===== src/rtl/tmds_decoder.sv =====
// TMDS channel decoder: control, video and TERC4 symbols tracked by a period FSM.
// Define TMDS_DECODER_ERR_CNT_EN to build the saturating symbol-error counter.
module tmds_decoder #(
  parameter int PREAMBLE_LEN = 8
) (
  input  logic        tmds_clk,
  input  logic        rst,
  input  logic [9:0]  symbol,
  input  logic [1:0]  tmds_channel_num,
  input  logic [3:0]  ctl_in,
  output logic [7:0]  data,
  output logic [3:0]  aux_data,
  output logic [1:0]  ctrl_data,
  output logic [1:0]  period_type,
  output logic        guard,
  output logic        data_valid,
  output logic        sym_err,
  output logic [15:0] err_count
);

  typedef enum logic [2:0] {CTRL, GUARD_V, GUARD_D, VIDEO, ISLAND} state_t;

  localparam logic [1:0] PT_CTRL   = 2'b00;
  localparam logic [1:0] PT_ISLAND = 2'b01;
  localparam logic [1:0] PT_VIDEO  = 2'b10;

  state_t      state;
  logic [3:0]  pre_cnt;
  logic        pre_island;

  logic        is_ctrl;
  logic [1:0]  ctrl_code;
  logic        terc4_ok;
  logic [3:0]  terc4_nib;
  logic [7:0]  q;
  logic [7:0]  vbyte;
  logic        is_g12;
  logic        is_vguard;
  logic        is_dguard;
  logic        isl_guard;
  logic        armed_v;
  logic        armed_d;
  logic        illegal;

  always_comb begin
    is_ctrl   = 1'b1;
    ctrl_code = 2'b00;
    case (symbol)
      10'b1101010100: ctrl_code = 2'b00;
      10'b0010101011: ctrl_code = 2'b01;
      10'b0101010100: ctrl_code = 2'b10;
      10'b1010101011: ctrl_code = 2'b11;
      default:        is_ctrl   = 1'b0;
    endcase

    terc4_ok  = 1'b1;
    terc4_nib = 4'h0;
    case (symbol)
      10'b1010011100: terc4_nib = 4'h0;
      10'b1001100011: terc4_nib = 4'h1;
      10'b1011100100: terc4_nib = 4'h2;
      10'b1011100010: terc4_nib = 4'h3;
      10'b0101110001: terc4_nib = 4'h4;
      10'b0100011110: terc4_nib = 4'h5;
      10'b0110001110: terc4_nib = 4'h6;
      10'b0100111100: terc4_nib = 4'h7;
      10'b1011001100: terc4_nib = 4'h8;
      10'b0100111001: terc4_nib = 4'h9;
      10'b0110011100: terc4_nib = 4'hA;
      10'b1011000110: terc4_nib = 4'hB;
      10'b1010001110: terc4_nib = 4'hC;
      10'b1001110001: terc4_nib = 4'hD;
      10'b0101100011: terc4_nib = 4'hE;
      10'b1011000011: terc4_nib = 4'hF;
      default:        terc4_ok  = 1'b0;
    endcase

    q        = symbol[9] ? ~symbol[7:0] : symbol[7:0];
    vbyte    = '0;
    vbyte[0] = q[0];
    for (int i = 1; i < 8; i++) begin
      vbyte[i] = symbol[8] ? (q[i] ^ q[i-1]) : ~(q[i] ^ q[i-1]);
    end
  end

  // Channel 1 shares the 0100110011 guard between video and island; arming type disambiguates.
  always_comb begin
    is_g12    = (symbol == 10'b0100110011);
    is_vguard = (tmds_channel_num == 2'd1) ? is_g12 : (symbol == 10'b1011001100);
    is_dguard = (tmds_channel_num == 2'd0) ? (terc4_ok && (terc4_nib[3:2] == 2'b11)) : is_g12;
    isl_guard = is_g12 && (tmds_channel_num != 2'd0);
    armed_v   = !pre_island && (int'(pre_cnt) >= PREAMBLE_LEN);
    armed_d   =  pre_island && (int'(pre_cnt) >= PREAMBLE_LEN);

    illegal = 1'b0;
    case (state)
      CTRL:    illegal = !is_ctrl && !(armed_v && is_vguard) && !(armed_d && is_dguard);
      GUARD_V: illegal = !is_vguard;
      GUARD_D: illegal = !is_dguard;
      VIDEO:   illegal = 1'b0;
      ISLAND:  illegal = !is_ctrl && !isl_guard && !terc4_ok;
      default: illegal = 1'b0;
    endcase
  end

  always_ff @(posedge tmds_clk) begin
    if (rst) begin
      state       <= CTRL;
      pre_cnt     <= '0;
      pre_island  <= 1'b0;
      data        <= '0;
      aux_data    <= '0;
      ctrl_data   <= '0;
      period_type <= PT_CTRL;
      guard       <= 1'b0;
      data_valid  <= 1'b0;
      sym_err     <= 1'b0;
    end else begin
      guard      <= 1'b0;
      data_valid <= 1'b0;
      sym_err    <= illegal;
      pre_cnt    <= '0;
      if (is_ctrl) ctrl_data <= ctrl_code;

      case (state)
        CTRL: begin
          period_type <= PT_CTRL;
          if (is_ctrl) begin
            // A preamble run restarts at 1 when the pattern switches between video and island.
            if (ctl_in == 4'b0001 || ctl_in == 4'b0101) begin
              pre_island <= ctl_in[2];
              if (pre_cnt != 4'd0 && pre_island == ctl_in[2])
                pre_cnt <= (pre_cnt == 4'hF) ? 4'hF : pre_cnt + 4'd1;
              else
                pre_cnt <= 4'd1;
            end
          end else if (armed_v && is_vguard) begin
            state       <= GUARD_V;
            guard       <= 1'b1;
            period_type <= PT_VIDEO;
          end else if (armed_d && is_dguard) begin
            state       <= GUARD_D;
            guard       <= 1'b1;
            period_type <= PT_ISLAND;
          end
        end
        GUARD_V: begin
          if (is_vguard) begin
            state       <= VIDEO;
            guard       <= 1'b1;
            period_type <= PT_VIDEO;
          end else begin
            state       <= CTRL;
            period_type <= PT_CTRL;
          end
        end
        GUARD_D: begin
          if (is_dguard) begin
            state       <= ISLAND;
            guard       <= 1'b1;
            period_type <= PT_ISLAND;
          end else begin
            state       <= CTRL;
            period_type <= PT_CTRL;
          end
        end
        VIDEO: begin
          if (is_ctrl) begin
            state       <= CTRL;
            period_type <= PT_CTRL;
          end else begin
            data        <= vbyte;
            data_valid  <= 1'b1;
            period_type <= PT_VIDEO;
          end
        end
        ISLAND: begin
          period_type <= PT_ISLAND;
          if (is_ctrl) begin
            state       <= CTRL;
            period_type <= PT_CTRL;
          end else if (isl_guard) begin
            guard <= 1'b1;
          end else if (terc4_ok) begin
            aux_data   <= terc4_nib;
            data_valid <= 1'b1;
          end
        end
        default: begin
          state       <= CTRL;
          period_type <= PT_CTRL;
        end
      endcase
    end
  end

`ifdef TMDS_DECODER_ERR_CNT_EN
  always_ff @(posedge tmds_clk) begin
    if (rst)
      err_count <= '0;
    else if (illegal && err_count != 16'hFFFF)
      err_count <= err_count + 16'd1;
  end
`else
  assign err_count = '0;
`endif

endmodule


===== config.mk =====
export PLATFORM = sky130hd
export DESIGN_NAME = tmds_decoder
export DESIGN_NICKNAME = d
export VERILOG_FILES = /design/src/rtl/tmds_decoder.sv
export SDC_FILE = /design/constraint.sdc
export NUM_CORES = 1
export LEC_CHECK = 0
export ABC_AREA = 0
export CAP_MARGIN = 30
export CORE_ASPECT_RATIO = 0.75
export CORE_MARGIN = 1.5
export CORE_UTILIZATION = 55
export CTS_BUF_LIST = sky130_fd_sc_hd__clkbuf_8
export DETAILED_ROUTE_END_ITERATION = 8
export PLACE_DENSITY = 0.88
export SYNTH_ARGS = -nofsm -noshare
export SYNTH_HDL_FRONTEND = slang
export SYNTH_SLANG_ARGS = --single-unit
export TNS_END_PERCENT = 1

===== constraint.sdc =====
create_clock -name tmds_clk -period 4.6 [get_ports tmds_clk]
set_clock_uncertainty 0.1 [all_clocks]
set_input_delay 0.46 -clock tmds_clk [delete_from_list [all_inputs] [get_ports tmds_clk]]
set_output_delay 0.46 -clock tmds_clk [all_outputs]
set_load 0.05 [all_outputs]

# Word level (Yosys, flattened, before mapping)
# Index checks and enable logic that the tools add are counted.
dict set report totals {
  ff_bits 27
  latchBits 0
  ram_bits 0
  rom_bits 0
  in_bits 18
  out_inout_bits 35
  word_cells 145
  mem_count 0
}
dict set report op_classes {
  add_sub_neg 1
  n_mul 0
  div_mod_pow 0
  order_cmp 1
  n_eq_ne 34
  n_shift 0
  mux 45
  n_bitwise 20
  reduce_logical 33
}
# operator count
set op_table {}
lappend op_table {{$eq A10 B10 Y1 const B} 11}
lappend op_table {{$eq A10 B9 Y1 const B} 9}
lappend op_table {{$pmux W4 S15} 1}
lappend op_table {{$mux W1} 26}
lappend op_table {{$reduce_or A16 Y1} 1}
lappend op_table {{$mux W3} 5}
lappend op_table {{$not A1 Y1} 12}
lappend op_table {{$pmux W3 S4} 1}
lappend op_table {{$logic_and A1 B1 Y1} 11}
lappend op_table {{$eq A10 B8 Y1 const B} 1}
lappend op_table {{$mux W2} 5}
lappend op_table {{$pmux W2 S5} 1}
lappend op_table {{$logic_not A1 Y1} 8}
lappend op_table {{$mux W8} 1}
lappend op_table {{$not A8 Y8} 1}
lappend op_table {{$pmux W1 S4} 2}
lappend op_table {{$reduce_or A4 Y1} 2}
lappend op_table {{$xor A1 B1 Y1} 7}
lappend op_table {{$eq A3 B2 Y1 const B} 2}
lappend op_table {{$pmux W2 S3} 1}
lappend op_table {{$reduce_and A3 Y1} 2}
lappend op_table {{$reduce_or A5 Y1} 1}
lappend op_table {{$add A4 B1 Y4 const B} 1}
lappend op_table {{$eq A4 B1 Y1 const B} 1}
lappend op_table {{21 further kinds} 21}

# Longest topological paths before layout
# Gate-level depths: netlist of the first run.
dict set report depth {
  depth_word 10
  mapped_depth 9
}

# Worst setup path before layout of the first run
# No wires, ideal clock.
dict set report synth_path {
  path_kind {input -> register}
  from {in symbol[6]}
  to {reg sym_err}
  arrival_ns 1.996
  required_ns 4.421
  path_slack_ns 2.424
  stages 8
  path_buffers 0
  path_cell_list {ha_1 -> nor4bb_4 -> and4b_1 -> a211o_4 -> a21oi_4 -> o31ai_2 -> o31a_1 -> a211oi_2}
}
dict set report synth_between {
  elab_chain_cells 9
  elab_cells_between_ends 45
  cone_classes {eq/ne: 22; mux: 6; reduce/logical: 17}
}
# item line_no
set synth_rtl {}
lappend synth_rtl {{from (decl)} 8} ;# input logic [9:0] symbol,
lappend synth_rtl {{$eq A10 B10 Y1, or another cell as far along} 58} ;# case (symbol)
lappend synth_rtl {{$pmux W4 S15 / $reduce_or A16 Y1 (equally long branches)} --}
lappend synth_rtl {{$eq A2 B2 Y1 / $mux W1 (equally long branches)} {90, 58}}
lappend synth_rtl {{$logic_and A1 B1 Y1} 90} ;# is_dguard = (tmds_channel_num == 2'd0) ? (terc4_ok && (terc4_nib[3:2] == 2'b11)) : is_g12;
lappend synth_rtl {{$mux W1} 90}
lappend synth_rtl {{$logic_and A1 B1 Y1} 97} ;# CTRL: illegal = !is_ctrl && !(armed_v && is_vguard) && !(armed_d && is_dguard);
lappend synth_rtl {{$logic_not A1 Y1} 97}
lappend synth_rtl {{$logic_and A1 B1 Y1} 97}
lappend synth_rtl {{$pmux W1 S4 *} 96} ;# case (state)
lappend synth_rtl {{to (signal assigned)} 121} ;# sym_err <= illegal;
lappend synth_rtl {{to (decl)} 17} ;# output logic sym_err,
# Mark *: on every way between the ends. The rest lies on a longest branch, timed or not.
# A chain may end at the register's enable or synchronous reset.

# Worst setup path in the final report of the first run
dict set report layout_path {
  from {in symbol[8]}
  to {reg aux_data[1]}
}
dict set report layout_between {
  elab_chain_cells 5
  elab_cells_between_ends 30
  cone_classes {eq/ne: 21; mux: 3; bitwise: 2; reduce/logical: 4}
}
# item line_no
set layout_rtl {}
lappend layout_rtl {{parallel branches: the longest is 5 deep, another holds $reduce_or A16 Y1} --}
lappend layout_rtl {{to (signal assigned)} 185} ;# aux_data <= terc4_nib;
lappend layout_rtl {{to (decl)} 12} ;# output logic [3:0] aux_data,
# Parallel ways; which one is timed is not known.

==> results of run 1 <==
## cells by family after synthesis
kind of cell | share of synthesized area (%)
simple gates | 30.3
compound gates | 17.9
buf+inv | 11.7
flops | 26.0
xor+xnor | 5.90
fa+ha+maj | 6.02
mux | 1.93
other cells | 0.181
## power by group through the flow
stage,clock network [W],registers (W),logic (W)
2_1_floorplan,0,0.000242,0.0000850
4_1_cts,0.000139,0.000234,0.000102
5_1_grt,0.000147,0.000234,0.000110
3_3_place_gp,0,0.000240,0.000102
6_report,0.000135,0.000234,0.000104
3_5_place_dp,0,0.000240,0.000102
## critical path, cell delays in order
cell and delay (ps):
clkdlybuf4s50_1 870, nand4b_1 300, nor4_1 460, nor3_1 130, nand4b_1 160, nand3_1 210, a22oi_1 240, nor2_1 50
## cells in the mapped netlist (all sizes together) (2+ instances only)
master	instances	area (µm²)
nor2	30	113
dfxtp	27	541
buf	24	188
nand2	20	75.1
a21oi	15	86.3
nor3	14	75.1
xnor2	11	96.3
a211oi	10	85.1
ha	10	125
inv	10	37.5
nand3	6	30.0
nand4b	6	67.6
a31oi	5	31.3
clkbuf	5	18.8
mux2i	4	40.0
nand2b	4	27.5
nand4	3	18.8
nor4	3	18.8
xor2	3	26.3
a311oi	2	17.5
a31o	2	17.5
and4	2	20.0
and4b	2	20.0
nand4bb	2	22.5
nor2b	2	12.5
nor4b	2	23.8
o21a	2	15.0
o21ai	2	13.8
o31ai	2	20.0
or2	2	12.5
or3	2	17.5
## layer usage
layer	up-vias	wire length, µm	track usage (%)
li1	912	-	-
met1	881	2290	36.6
met2	85	2080	34.9
met3	2	356	3.80
met4	0	19	2.38
met5	-	0	0
## sequential cells by signal (all words and copies together), names as in the netlist, 2 cells and up
| signal | cells |
|---|---|
| ctrl_data | 2 |
| state | 3 |
| pre_cnt | 4 |
| data | 8 |
| aux_data | 4 |
| period_type | 2 |
## worst paths after layout
check / from / endpoint / slack, ps / cells past startpoint
setup / recovery: symbol[8] / aux_data[1]$_SDFFE_PP0P_ / 1740 / 8
hold / removal: data[3]$_SDFFE_PP0P_ / data[3]$_SDFFE_PP0P_ / 370 / 2
setup reg to reg: state[2]$_SDFFE_PP0P_ / sym_err$_SDFF_PP0_ / 2670 / 5
hold reg to reg: data[3]$_SDFFE_PP0P_ / data[3]$_SDFFE_PP0P_ / 370 / 2
## per-stage QoR
stage                     power (W)  worst slack, ps
after floorplan            0.000327             2420
after global placement     0.000342             1540
after detailed placement   0.000342             1520
after CTS                  0.000475             1800
after global routing       0.000491             1570
final                      0.000473             1740
## final cells by class
cell class,count,area (µm²)
clock buffer,3,41.3
clock inverter,1,7.51
fill,301,1240
inverter,10,37.5
multi-input combinational,199,1350
sequential,27,541
tap,52,65.1
timing repair buffer,36,360
==> run_results.csv, run 1 <==
group,metric,value,unit
status,status,"complete, no violations",
die,core,3640,µm²
cts,cts_max_level,1,
synthesis,synthFlopType,"dfxtp_1",
sta,whs,368,ps
detailed_routing,drt_first_pass_iters,5,
run,cap_violations,0,
power,switchingPower,0.000144,W
cts,cts_root_buf,"clkbuf_8",
sta,fmax,350,MHz
cts,cts_resized,0,
sta,setup_viol,0,
power,p_sw_share,30.3,%
setup_path,endpoint_kind,"flop",
power,power_density,197,nW/µm²
final_layout,diodes,0,
synthesis,async_flop_share,0,%
power,power.share.clock,28.6,%
setup_path,critPathKind,"in -> reg",
setup_path,worstPathArrival,2890,ps
placed_design,placed_cell_area,2350,µm²
final_layout,drive_gt1_share,8.33,%
sta,hold_viol,0,
die,dieArea,4160,µm²
synthesis,syn_area_per_cell,8.31,µm²
grt,antenna_found_initial,0,
die,start_util,57.1,%
final_layout,fin_util,66.0,%
final_layout,stdcell_area,2400,µm²
synthesis,synth_enable_flop_cells,0,
placed_design,dpl.hpwl,3740,µm
detailed_routing,via_count,1880,
grt,grt_overflow,0,
final_layout,final_cell_mix,"36 x clkdlybuf4s50_1, 30 x nor2_1, 27 x dfxtp_1",
detailed_routing,routedWlPerCell,14.4,µm
placed_design,gp_congestion,1.02,
grt,track_usage,23.5,%
detailed_routing,drcViolationCount,0,
cts,holdBufCountCts,0,
die,row_count,19,
cts,clk_pin_slew,100,ps
setup_path,critPathMaxFanout,14,
final_layout,area_delta_synth_final,15.6,%
detailed_routing,ant_nets,0,
final_layout,nNetsFinal,305,
detailed_routing,wl,4740,µm
synthesis,syn_inst,250,
final_layout,final_common_cell,"clkdlybuf4s50_1",
power,vdd_ir_drop_max,0.000115,V
cts,tritoncts,"done",
synthesis,yosys_warnings,0,
grt,grt_max_degree,25,
sta,min_period,2860,ps
final_layout,final_cells,328,
cts,clock_latency,270,ps
power,pwr-share-seq,49.5,%
sta,finalMaxSlewViolations,0,
setup_path,cp.required,4630,ps
sta,worstMarginPinSlew,913,ps
synthesis,synth_seq_cells,27,
sta,tns,0,ps
grt,grt_pass1_vias,1611,
placed_design,io_buffers,36,
min_path,holdCritPathClass,"reg -> reg",
sta,slew_headroom,39.0,%
die,io_pins,53,
synthesis,ys_seq_area_share,26.0,%
power,p_comb_share,21.9,%
power,leakage,0.905,nW
sta,rsz0062_at_grt,"no",
cts,numCtsBuffers,3,
setup_path,critical_path.startpoint_type,"input pin",
sta,finalCritPeriodShare,62.2,%
synthesis,syn_area,2080,µm²
cts,cts_setup_buffers,0,
detailed_routing,dr.first_iter.drc_count,169,
placed_design,dp_cells,324,
grt,grt_pass1_wl,7690,µm
die,die_w,74.0,µm
detailed_routing,via_per_inst,5.73,
die,die_y,56.2,µm
cts,clock-sinks,27,
cts,cts.path.max_buffers,2,
power,intPower,0.000330,W
synthesis,synth_cell_types,59,
Power figures use the tool's default switching activity.
==> run 2: changes to the inputs <==
CORE_UTILIZATION = 46   (was 55)
PLACE_DENSITY = 0.79   (was 0.88)
clock period = 2.6 ns   (was 4.6 ns; I/O delays follow)
==> run_results.csv, run 2 (same netlist as run 1, synthesis figures left out) <==
group,metric,value,unit
placed_design,dpl.hpwl,3670,µm
cts,holdBufCountCts,0,
cts,cts_setup_buffers,0,
cts,cts.path.max_buffers,2,
grt,antenna_found_initial,0,
placed_design,gp_congestion,0.916,
final_layout,area_delta_synth_final,26.1,%
cts,cts_resized,0,
final_layout,regMostFlops,"data",
sta,worstMarginPinSlew,509,ps
cts,clock-sinks,27,
final_layout,diodes,0,
grt,grt_pass1_wl,7530,µm
cts,tritoncts,"done",
setup_path,crit_chain,"clkdlybuf4s50_1 > inv_1 > ha_1 > mux2i_1 > and4bb_2 > nor3_1 > nand4b_1 > o21a_1 > o31a_1 > a211oi_2",
die,io_pins,53,
min_path,min-delay-start,"data[3]$_SDFFE_PP0P_",
power,total_power,0.000865,W
final_layout,top_regs,"data x8, aux_data x4, pre_cnt x4",
setup_path,timing.rr.start,"state[2]$_SDFFE_PP0P_",
setup_path,endpoint_kind,"flop",
final_layout,final_cell_mix,"36 x clkdlybuf4s50_1, 30 x nor2_1, 27 x dfxtp_1, 27 x buf_4, 20 x nand2_1",
final_layout,fin_util,62.7,%
placed_design,place_ws,-122,ps
setup_path,critical_path.startpoint_type,"input pin",
setup_path,crit_start,"symbol[2]",
die,core,4180,µm²
detailed_routing,dr.first_iter.drc_count,148,
sta,hold_viol,0,
sta,slew_headroom,65.9,%
detailed_routing,via_count,1872,
final_layout,largest_register_ffs,8,
detailed_routing,ant_nets,0,
power,pwr-share-seq,47.9,%
die,start_util,49.7,%
detailed_routing,routedWlPerCell,13.3,µm
sta,setup_viol,0,
detailed_routing,drt_first_pass_iters,5,
final_layout,nNetsFinal,332,
placed_design,dp_cells,354,
power,power_density,330,nW/µm²
setup_path,cp.required,2710,ps
sta,finalMaxSlewViolations,0,
detailed_routing,via_per_inst,5.23,
power,power.share.clock,28.8,%
final_layout,stdcell_area,2620,µm²
setup_path,critPathKind,"in -> reg",
min_path,worstHoldEndpoint,"data[3]$_SDFFE_PP0P_",
detailed_routing,wl,4750,µm
die,dieArea,4930,µm²
setup_path,reg2reg_to,"sym_err$_SDFF_PP0_",
sta,min_period,2470,ps
setup_path,critPathMaxFanout,5,
power,leakage,1.03,nW
run,cap_violations,0,
placed_design,placed_cell_area,2560,µm²
final_layout,fillCellCount,350,
setup_path,critical-path-max-stage-delay,520,ps
setup_path,cp_slowest_cell,"clkdlybuf4s50_1",
cts,clock_latency,280,ps
power,vdd_ir_drop_max,0.000221,V
cts,cts_root_buf,"clkbuf_8",
status,status,"complete, no violations",
sta,finalCritPeriodShare,95.1,%
power,intPower,0.000600,W
grt,grt_max_degree,17,
grt,grt_overflow,0,
min_path,holdCritPathClass,"reg -> reg",
cts,cts_max_level,1,
final_layout,final_cells,358,
die,die_w,80.6,µm
min_path,hold_depth,2,
cts,clk_pin_slew,100,ps
power,p_comb_share,23.2,%
power,switchingPower,0.000265,W
sta,fmax,404,MHz
sta,final.setup.worst_slack,127,ps
cts,numCtsBuffers,3,
placed_design,io_buffers,36,
detailed_routing,drcViolationCount,0,
final_layout,final_common_cell,"clkdlybuf4s50_1",
setup_path,r2r.worst_path.cells,5,
die,die_y,61.2,µm
final_layout,drive_gt1_share,17.2,%
grt,grt_pass1_vias,1588,
setup_path,worstPathArrival,2580,ps
grt,track_usage,19.7,%
power,p_sw_share,30.6,%
die,row_count,20,
setup_path,reg2reg_setup_slack,810,ps
run 2: cell count changes in the layout (fill, tap and decap cells not counted), sizes merged:
cell | previous run | this run
buf | 0 | 27
run 2: layout make-up:
class	count	area, µm²	share of cell area [%]
clock buffers	3	41.3	1.58
well taps	55	68.8	2.63
repair buffers	63	563	21.5
inverters	10	37.5	1.43
multi-input cells	199	1360	51.9
clock inverters	1	7.51	0.287
flip-flops and latches	27	541	20.6
run 2: per-layer routing:
| metal | share of wire [%] | wire [µm] | up-vias | track usage [%] |
|---|---|---|---|---|
| met3 | 5.1 | 240 | 5 | 3.56 |
| met5 | 0 | 0 | - | 0 |
| met4 | 0.76 | 36 | 0 | 4.43 |
| met1 | 51 | 2420 | 847 | 29.0 |
| met2 | 43 | 2050 | 55 | 30.3 |
| li1 | - | - | 965 | - |
run 2: how the worst max path moves through the flow:
| stage | end | slack [ps] |
|---|---|---|
| floorplan | sym_err$_SDFF_PP0_ | 620 |
| global placement | sym_err$_SDFF_PP0_ | -60 |
| detailed placement | aux_data[3]$_SDFFE_PP0P_ | -120 |
| CTS | aux_data[1]$_SDFFE_PP0P_ | 180 |
| global route | sym_err$_SDFF_PP0_ | -3 |
| finish | sym_err$_SDFF_PP0_ | 130 |
run 2: power groups by stage:
stage               Sequential, W  Combinational [W]  Clock [W]
global placement         0.000424           0.000196          0
global route             0.000415           0.000214   0.000269
floorplan                0.000427           0.000150          0
CTS                      0.000415           0.000199   0.000253
finish                   0.000414           0.000201   0.000249
detailed placement       0.000424           0.000198          0
run 2: worst max-delay path, delay by kind of cell:
family,cells,cell delay (ps)
mux,1,150
buf+inv,2,610
fa+ha+maj,1,300
compound gates,3,510
simple gates,3,750
run 2: per-stage QoR:
| stage | setup TNS (ps) | hold WS [ps] |
|---|---|---|
| finish | 0 | 358 |
| global route | -2.80 | 398 |
| CTS | 0 | 364 |
| detailed placement | -501 | 349 |
| global placement | -193 | 348 |
| floorplan | 0 | 233 |
